--- config.mk ---
export PLATFORM = sky130hd
export DESIGN_NAME = leaf_stream_merger
export DESIGN_NICKNAME = d
export VERILOG_FILES = /design/src/rtl/leaf_merge_pkg.sv /design/src/rtl/leaf_rr_pick.sv /design/src/rtl/leaf_stream_merger.sv
export SDC_FILE = /design/constraint.sdc
export NUM_CORES = 1
export LEC_CHECK = 0
export ABC_AREA = 1
export CORE_MARGIN = 2
export CORE_UTILIZATION = 43
export CTS_BUF_LIST = sky130_fd_sc_hd__clkbuf_8
export DETAILED_ROUTE_END_ITERATION = 7
export PLACE_DENSITY = 0.83
export SLEW_MARGIN = 10
export SYNTH_ARGS = -nofsm -noshare
export SYNTH_HDL_FRONTEND = slang
export SYNTH_SLANG_ARGS = --single-unit
--- constraint.sdc ---
create_clock -name clk -period 4.1 [get_ports clk]
set_input_delay 0.82 -clock clk [delete_from_list [all_inputs] [get_ports clk]]
set_output_delay 0.82 -clock clk [all_outputs]
set_load 0.01 [all_outputs]
--- src/rtl/leaf_merge_pkg.sv ---
`default_nettype none
// ============================================================================
// Module : leaf_merge_pkg
// Brief  : Shared FSM type and pointer helper for the leaf stream merger.
// Rev    : 1.0
// ============================================================================
package leaf_merge_pkg;

    typedef enum logic {
        IDLE   = 1'b0,
        LOCKED = 1'b1
    } merge_state_t;

    function automatic int unsigned rr_next(input int unsigned ptr, input int unsigned n);
        return (ptr + 32'd1 >= n) ? 32'd0 : ptr + 32'd1;
    endfunction

endpackage
`default_nettype wire

--- src/rtl/leaf_rr_pick.sv ---
`default_nettype none
// ============================================================================
// Module : leaf_rr_pick
// Brief  : Combinational search for the first requester at or after ptr.
// Rev    : 1.0
// ============================================================================
module leaf_rr_pick #(
    parameter int NUM_IN = 5,
    parameter int ID_W   = $clog2(NUM_IN)
) (
    input  logic [NUM_IN-1:0] req,
    input  logic [ID_W-1:0]   ptr,
    output logic              gnt_valid,
    output logic [ID_W-1:0]   gnt_idx
);

    int unsigned     cand;
    logic [ID_W-1:0] cand_idx;

    always_comb begin
        gnt_valid = 1'b0;
        gnt_idx   = '0;
        cand      = 32'd0;
        cand_idx  = '0;
        // Walk from the farthest candidate back to ptr so the nearest requester wins.
        for (int k = NUM_IN - 1; k >= 0; k--) begin
            cand = 32'(ptr) + 32'(k);
            if (cand >= 32'(NUM_IN)) begin
                cand = cand - 32'(NUM_IN);
            end
            cand_idx = ID_W'(cand);
            if (req[cand_idx]) begin
                gnt_valid = 1'b1;
                gnt_idx   = cand_idx;
            end
        end
    end

endmodule
`default_nettype wire

--- src/rtl/leaf_stream_merger.sv ---
`default_nettype none
// ============================================================================
// Module : leaf_stream_merger
// Brief  : Packet-granular round-robin merge of NUM_IN streams with truncation.
// Rev    : 1.0
// ============================================================================
module leaf_stream_merger
    import leaf_merge_pkg::*;
#(
    parameter int  NUM_IN    = 5,
    parameter int  DATA_W    = 32,
    parameter int  MAX_BEATS = 16,
    localparam int ID_W      = $clog2(NUM_IN)
) (
    input  logic                     clk,
    input  logic                     rst_n,
    input  logic [NUM_IN-1:0]        in_valid,
    input  logic [NUM_IN*DATA_W-1:0] in_data,
    input  logic [NUM_IN-1:0]        in_last,
    output logic [NUM_IN-1:0]        in_ready,
    output logic                     out_valid,
    output logic [DATA_W-1:0]        out_data,
    output logic [ID_W-1:0]          out_id,
    output logic                     out_last,
    input  logic                     out_ready,
    output logic                     err_trunc
);

    localparam int               CNT_W   = $clog2(MAX_BEATS + 1);
    localparam logic [CNT_W-1:0] MAX_CNT = CNT_W'(MAX_BEATS);

    merge_state_t      state;
    logic [ID_W-1:0]   ptr;
    logic [ID_W-1:0]   lock;
    logic [CNT_W-1:0]  cnt;

    logic [ID_W-1:0]   pick_idx;
    logic              pick_valid;
    logic [ID_W-1:0]   sel;
    logic              sel_valid;
    logic              load_en;
    logic              xfer;
    logic [DATA_W-1:0] sel_data;
    logic              sel_last;
    logic [CNT_W-1:0]  cnt_next;
    logic              at_max;
    logic              beat_last;

    leaf_rr_pick #(
        .NUM_IN (NUM_IN),
        .ID_W   (ID_W)
    ) u_pick (
        .req       (in_valid),
        .ptr       (ptr),
        .gnt_valid (pick_valid),
        .gnt_idx   (pick_idx)
    );

    assign load_en   = !out_valid || out_ready;
    assign sel       = (state == LOCKED) ? lock : pick_idx;
    assign sel_valid = (state == LOCKED) || pick_valid;

    generate
        for (genvar i = 0; i < NUM_IN; i++) begin : g_ready
            assign in_ready[i] = rst_n && load_en && sel_valid && (sel == ID_W'(i));
        end
    endgenerate

    assign xfer      = |(in_valid & in_ready);
    assign sel_data  = in_data[sel*DATA_W +: DATA_W];
    assign sel_last  = in_last[sel];
    assign cnt_next  = (state == IDLE) ? CNT_W'(1) : cnt + 1'b1;
    assign at_max    = (cnt_next == MAX_CNT);
    // Hitting the beat limit closes the packet whether or not the source marked it.
    assign beat_last = sel_last || at_max;

    always_ff @(posedge clk) begin
        if (!rst_n) begin
            state     <= IDLE;
            ptr       <= '0;
            lock      <= '0;
            cnt       <= '0;
            out_valid <= 1'b0;
            out_data  <= '0;
            out_id    <= '0;
            out_last  <= 1'b0;
            err_trunc <= 1'b0;
        end else begin
            if (load_en) begin
                out_valid <= xfer;
                if (xfer) begin
                    out_data <= sel_data;
                    out_id   <= sel;
                    out_last <= beat_last;
                end
            end
            if (xfer) begin
                if (beat_last) begin
                    state <= IDLE;
                    ptr   <= ID_W'(rr_next(32'(sel), NUM_IN));
                    cnt   <= '0;
                end else begin
                    state <= LOCKED;
                    lock  <= sel;
                    cnt   <= cnt_next;
                end
                if (at_max && !sel_last) begin
                    err_trunc <= 1'b1;
                end
            end
        end
    end

endmodule
`default_nettype wire

==> results of run 1 <==
==> per-layer routing <==
metal / track usage [%] / vias to the layer above / routed length, um
met3: 9.00 / 42 / 1500
met1: 36.8 / 2654 / 7030
li1: - / 2994 / -
met5: 0 / - / 0
met4: 12.6 / 0 / 746
met2: 54.6 / 215 / 8610
==> layout make-up <==
class,count,area (um2)
clock buffers,5,68.8
multi-input cells,651,3140
well taps,136,170
inverters,53,201
flip-flops and latches,50,1000
clock inverters,3,37.5
repair buffers,250,2450
fillers,940,3200
==> flip-flops by register name, summed over array words and instances (netlist names) <==
register,cells
out_valid,1
out_last,1
ptr,3
lock,3
state,1
cnt,5
out_data,32
out_id,3
err_trunc,1
==> worst max-delay path, cell delays in order, from the launching register on <==
cell and delay [ns]:
dfxtp_1 0.34, inv_2 0.08, ha_1 0.14, inv_1 0.05
fa_1 0.40, inv_2 0.12, nand2_4 0.09, nand2_2 0.10
nand3_1 0.08, nand3_1 0.09, nand3_1 0.13, nand2_2 0.13
nor2_1 0.06, nor2_1 0.11, nand2_1 0.07, nand2_2 0.09
nand2_1 0.09, nand2_4 0.07, nand2_1 0.06, inv_2 0.05
ha_1 0.13, inv_1 0.06, nor2_2 0.13, clkbuf_2 0.15
==> report_power, final <==
group	switching [W]	internal, W	total [W]
logic	0.00238	0.00147	0.00384
clock network	0.000161	0.000178	0.000339
registers	0.0000669	0.000601	0.000668
total	0.00260	0.00225	0.00485
==> final timing paths <==
| check | startpoint | to | slack, ns | cells past startpoint |
|---|---|---|---|---|
| setup / recovery | ptr[0] | in_ready[3] | 0.18 | 23 |
| hold reg to reg | out_last | out_last | 0.47 | 2 |
| setup reg to reg | ptr[0] | ptr[2] | 0.37 | 29 |
| hold / removal | out_last | out_last | 0.47 | 2 |
==> metrics by stage <==
step                cell area (um2)  hold WS [ns]
floorplan                      4540         0.455
global placement               6950         0.447
detailed placement             6950         0.455
CTS                            7060         0.468
global route                   7070         0.518
finish                         7070         0.467
==> kinds of logic after synthesis <==
group / after synthesis / share of synthesized area (%)
buffers and inverters: 93 / 9.58
adder cells (fa/ha/maj): 11 / 3.19
AND/OR/NAND/NOR: 562 / 55.1
AO/OA/AOI/OAI: 78 / 10.1
flip-flops: 50 / 22.0
==> Yosys cell counts (2+ instances only) <==
master | number | area share, %
buf_4 | 11 | 1.8
nor2_8 | 2 | 0.88
a22oi_1 | 4 | 0.66
nand2_1 | 286 | 24
buf_2 | 16 | 1.8
nand3_1 | 72 | 7.9
o21ai_0 | 14 | 1.5
buf_6 | 3 | 0.74
nand3b_1 | 3 | 0.50
a21oi_1 | 22 | 2.4
nor2_1 | 120 | 9.9
dfxtp_1 | 50 | 22
a21oi_4 | 2 | 0.72
nand2_4 | 6 | 1.5
o21ai_1 | 30 | 3.3
buf_1 | 4 | 0.33
a21oi_2 | 2 | 0.39
nand2_2 | 16 | 2.2
inv_1 | 41 | 3.4
a21boi_4 | 2 | 0.83
nor2_2 | 3 | 0.41
nor2_4 | 3 | 0.74
ha_1 | 10 | 2.8
clkbuf_1 | 6 | 0.50
nand3_2 | 5 | 1.1
nor3_1 | 7 | 0.77
inv_2 | 10 | 0.83
nand4_1 | 38 | 5.2
==> flow_metrics.tcl, run 1 <==
set metrics [dict create \
    grt_use_total_pct 31.6 \
    crit_fanout 7 \
    io_buffer_count 215 \
    postCtsSetupBuffers 0 \
    cts.sinks 50 \
    yosysSeqAreaShare_pct 22.0 \
    grt_pass1_wl_um 28500 \
    tightest_slew_ns 0.561 \
    powerDensity_mw_per_mm2 686 \
    n_antenna_cell 0 \
    cts_resized 10 \
    drcViolationCount 0 \
    cp.required_ns 3.28 \
    synth_edf_count 0 \
    final_util_pct 68.8 \
    clkTransAtPathRegs_ns 0.09 \
    fin_crit_sh_pct 95.7 \
    rsz0062_at_grt "yes" \
    pin_count 216 \
    placedCellCount 1140 \
    core_mm2 0.0103 \
    peakVddDrop_mv 0.633 \
    fin_ws_ns 0.177 \
    antenna_found_initial 0 \
    cts_root_buf "clkbuf_8" \
    synth-main-ff-cell "dfxtp_1" \
    crit_path_start_kind "flop" \
    cts_tree "yes" \
    place_ws_ns -0.122 \
    ys_seq_elements 50 \
    final_common_cell "nand2_1" \
    h-tree-depth 2 \
    arrival_ns 3.10 \
    maxCapViolations 0 \
    drv_slew 0 \
    synthCells 794 \
    setup_violations 0 \
    cp-end-kind "output port" \
    max_slew_margin_pct 62.5 \
    overflow 0 \
    dieHeight_um 107 \
    clkLatencyLatePin_ns 0.29 \
    cts_buffer_depth 2 \
    initial_core_util_pct 44.2 \
    hold_path_class "reg -> reg" \
    cts_hold_buf 0 \
    rows 37 \
    fin_cells 1148 \
    min_period_ns 3.92 \
    mostFrequentLayoutCells "nand2_1 (285), clkdlybuf4s50_1 (210), nor2_1 (119), nand3_1 (71), dfxtp_1 (49)" \
    ant_nets 0 \
    drive_gt1_share_pct 10.7 \
    synth_area_mm2 0.00454 \
    path_class "reg -> out" \
    synthesis.nets 978 \
    clock_skew_ns 0.00323 \
    hpwl_um 14100 \
    ys.warnings.count 0 \
    die_x_um 107 \
    gp_congestion 0.948 \
    async_flop_share_pct 0 \
    wl_um 17900 \
    avgSynthCellArea_um2 5.72 \
    grt_max_degree 58 \
    total_power_w 0.00485 \
    viasPerCell 5.14 \
    grt_pass1_vias 5772 \
    die_area_mm2 0.0114 \
    dr.pass1.iters 6 \
    area_delta_synth_final_pct 55.6 \
    cts_buffers 5 \
    wl_per_cell_um 15.6 \
    finalHoldViolCount 0 \
    drtIter0Drc 343 \
    leakagePower_nw 3.20 \
    synth_cell_type_count 34 \
    fin_setup_tns_ns 0 \
    clock.fmax_mhz 255 \
    routed-via-count 5905 \
    finalNetCount 1195 \
    status "complete, no violations" \
]
No activity file was read; power rests on OpenSTA's default activity.
==> inputs of run 2 (changes only) <==
--- a/config.mk
+++ b/config.mk
@@ -6,9 +6,11 @@
 export NUM_CORES = 1
 export LEC_CHECK = 0
 export ABC_AREA = 1
+export ABC_CLOCK_PERIOD_IN_PS = 4100
 export CORE_MARGIN = 2
 export CORE_UTILIZATION = 43
 export CTS_BUF_LIST = sky130_fd_sc_hd__clkbuf_8
+export CTS_CLUSTER_DIAMETER = 120
 export DETAILED_ROUTE_END_ITERATION = 7
 export PLACE_DENSITY = 0.83
 export SLEW_MARGIN = 10
==> results of run 2 <==
No change in the layout: final DEF, timing and power equal those of run 1.
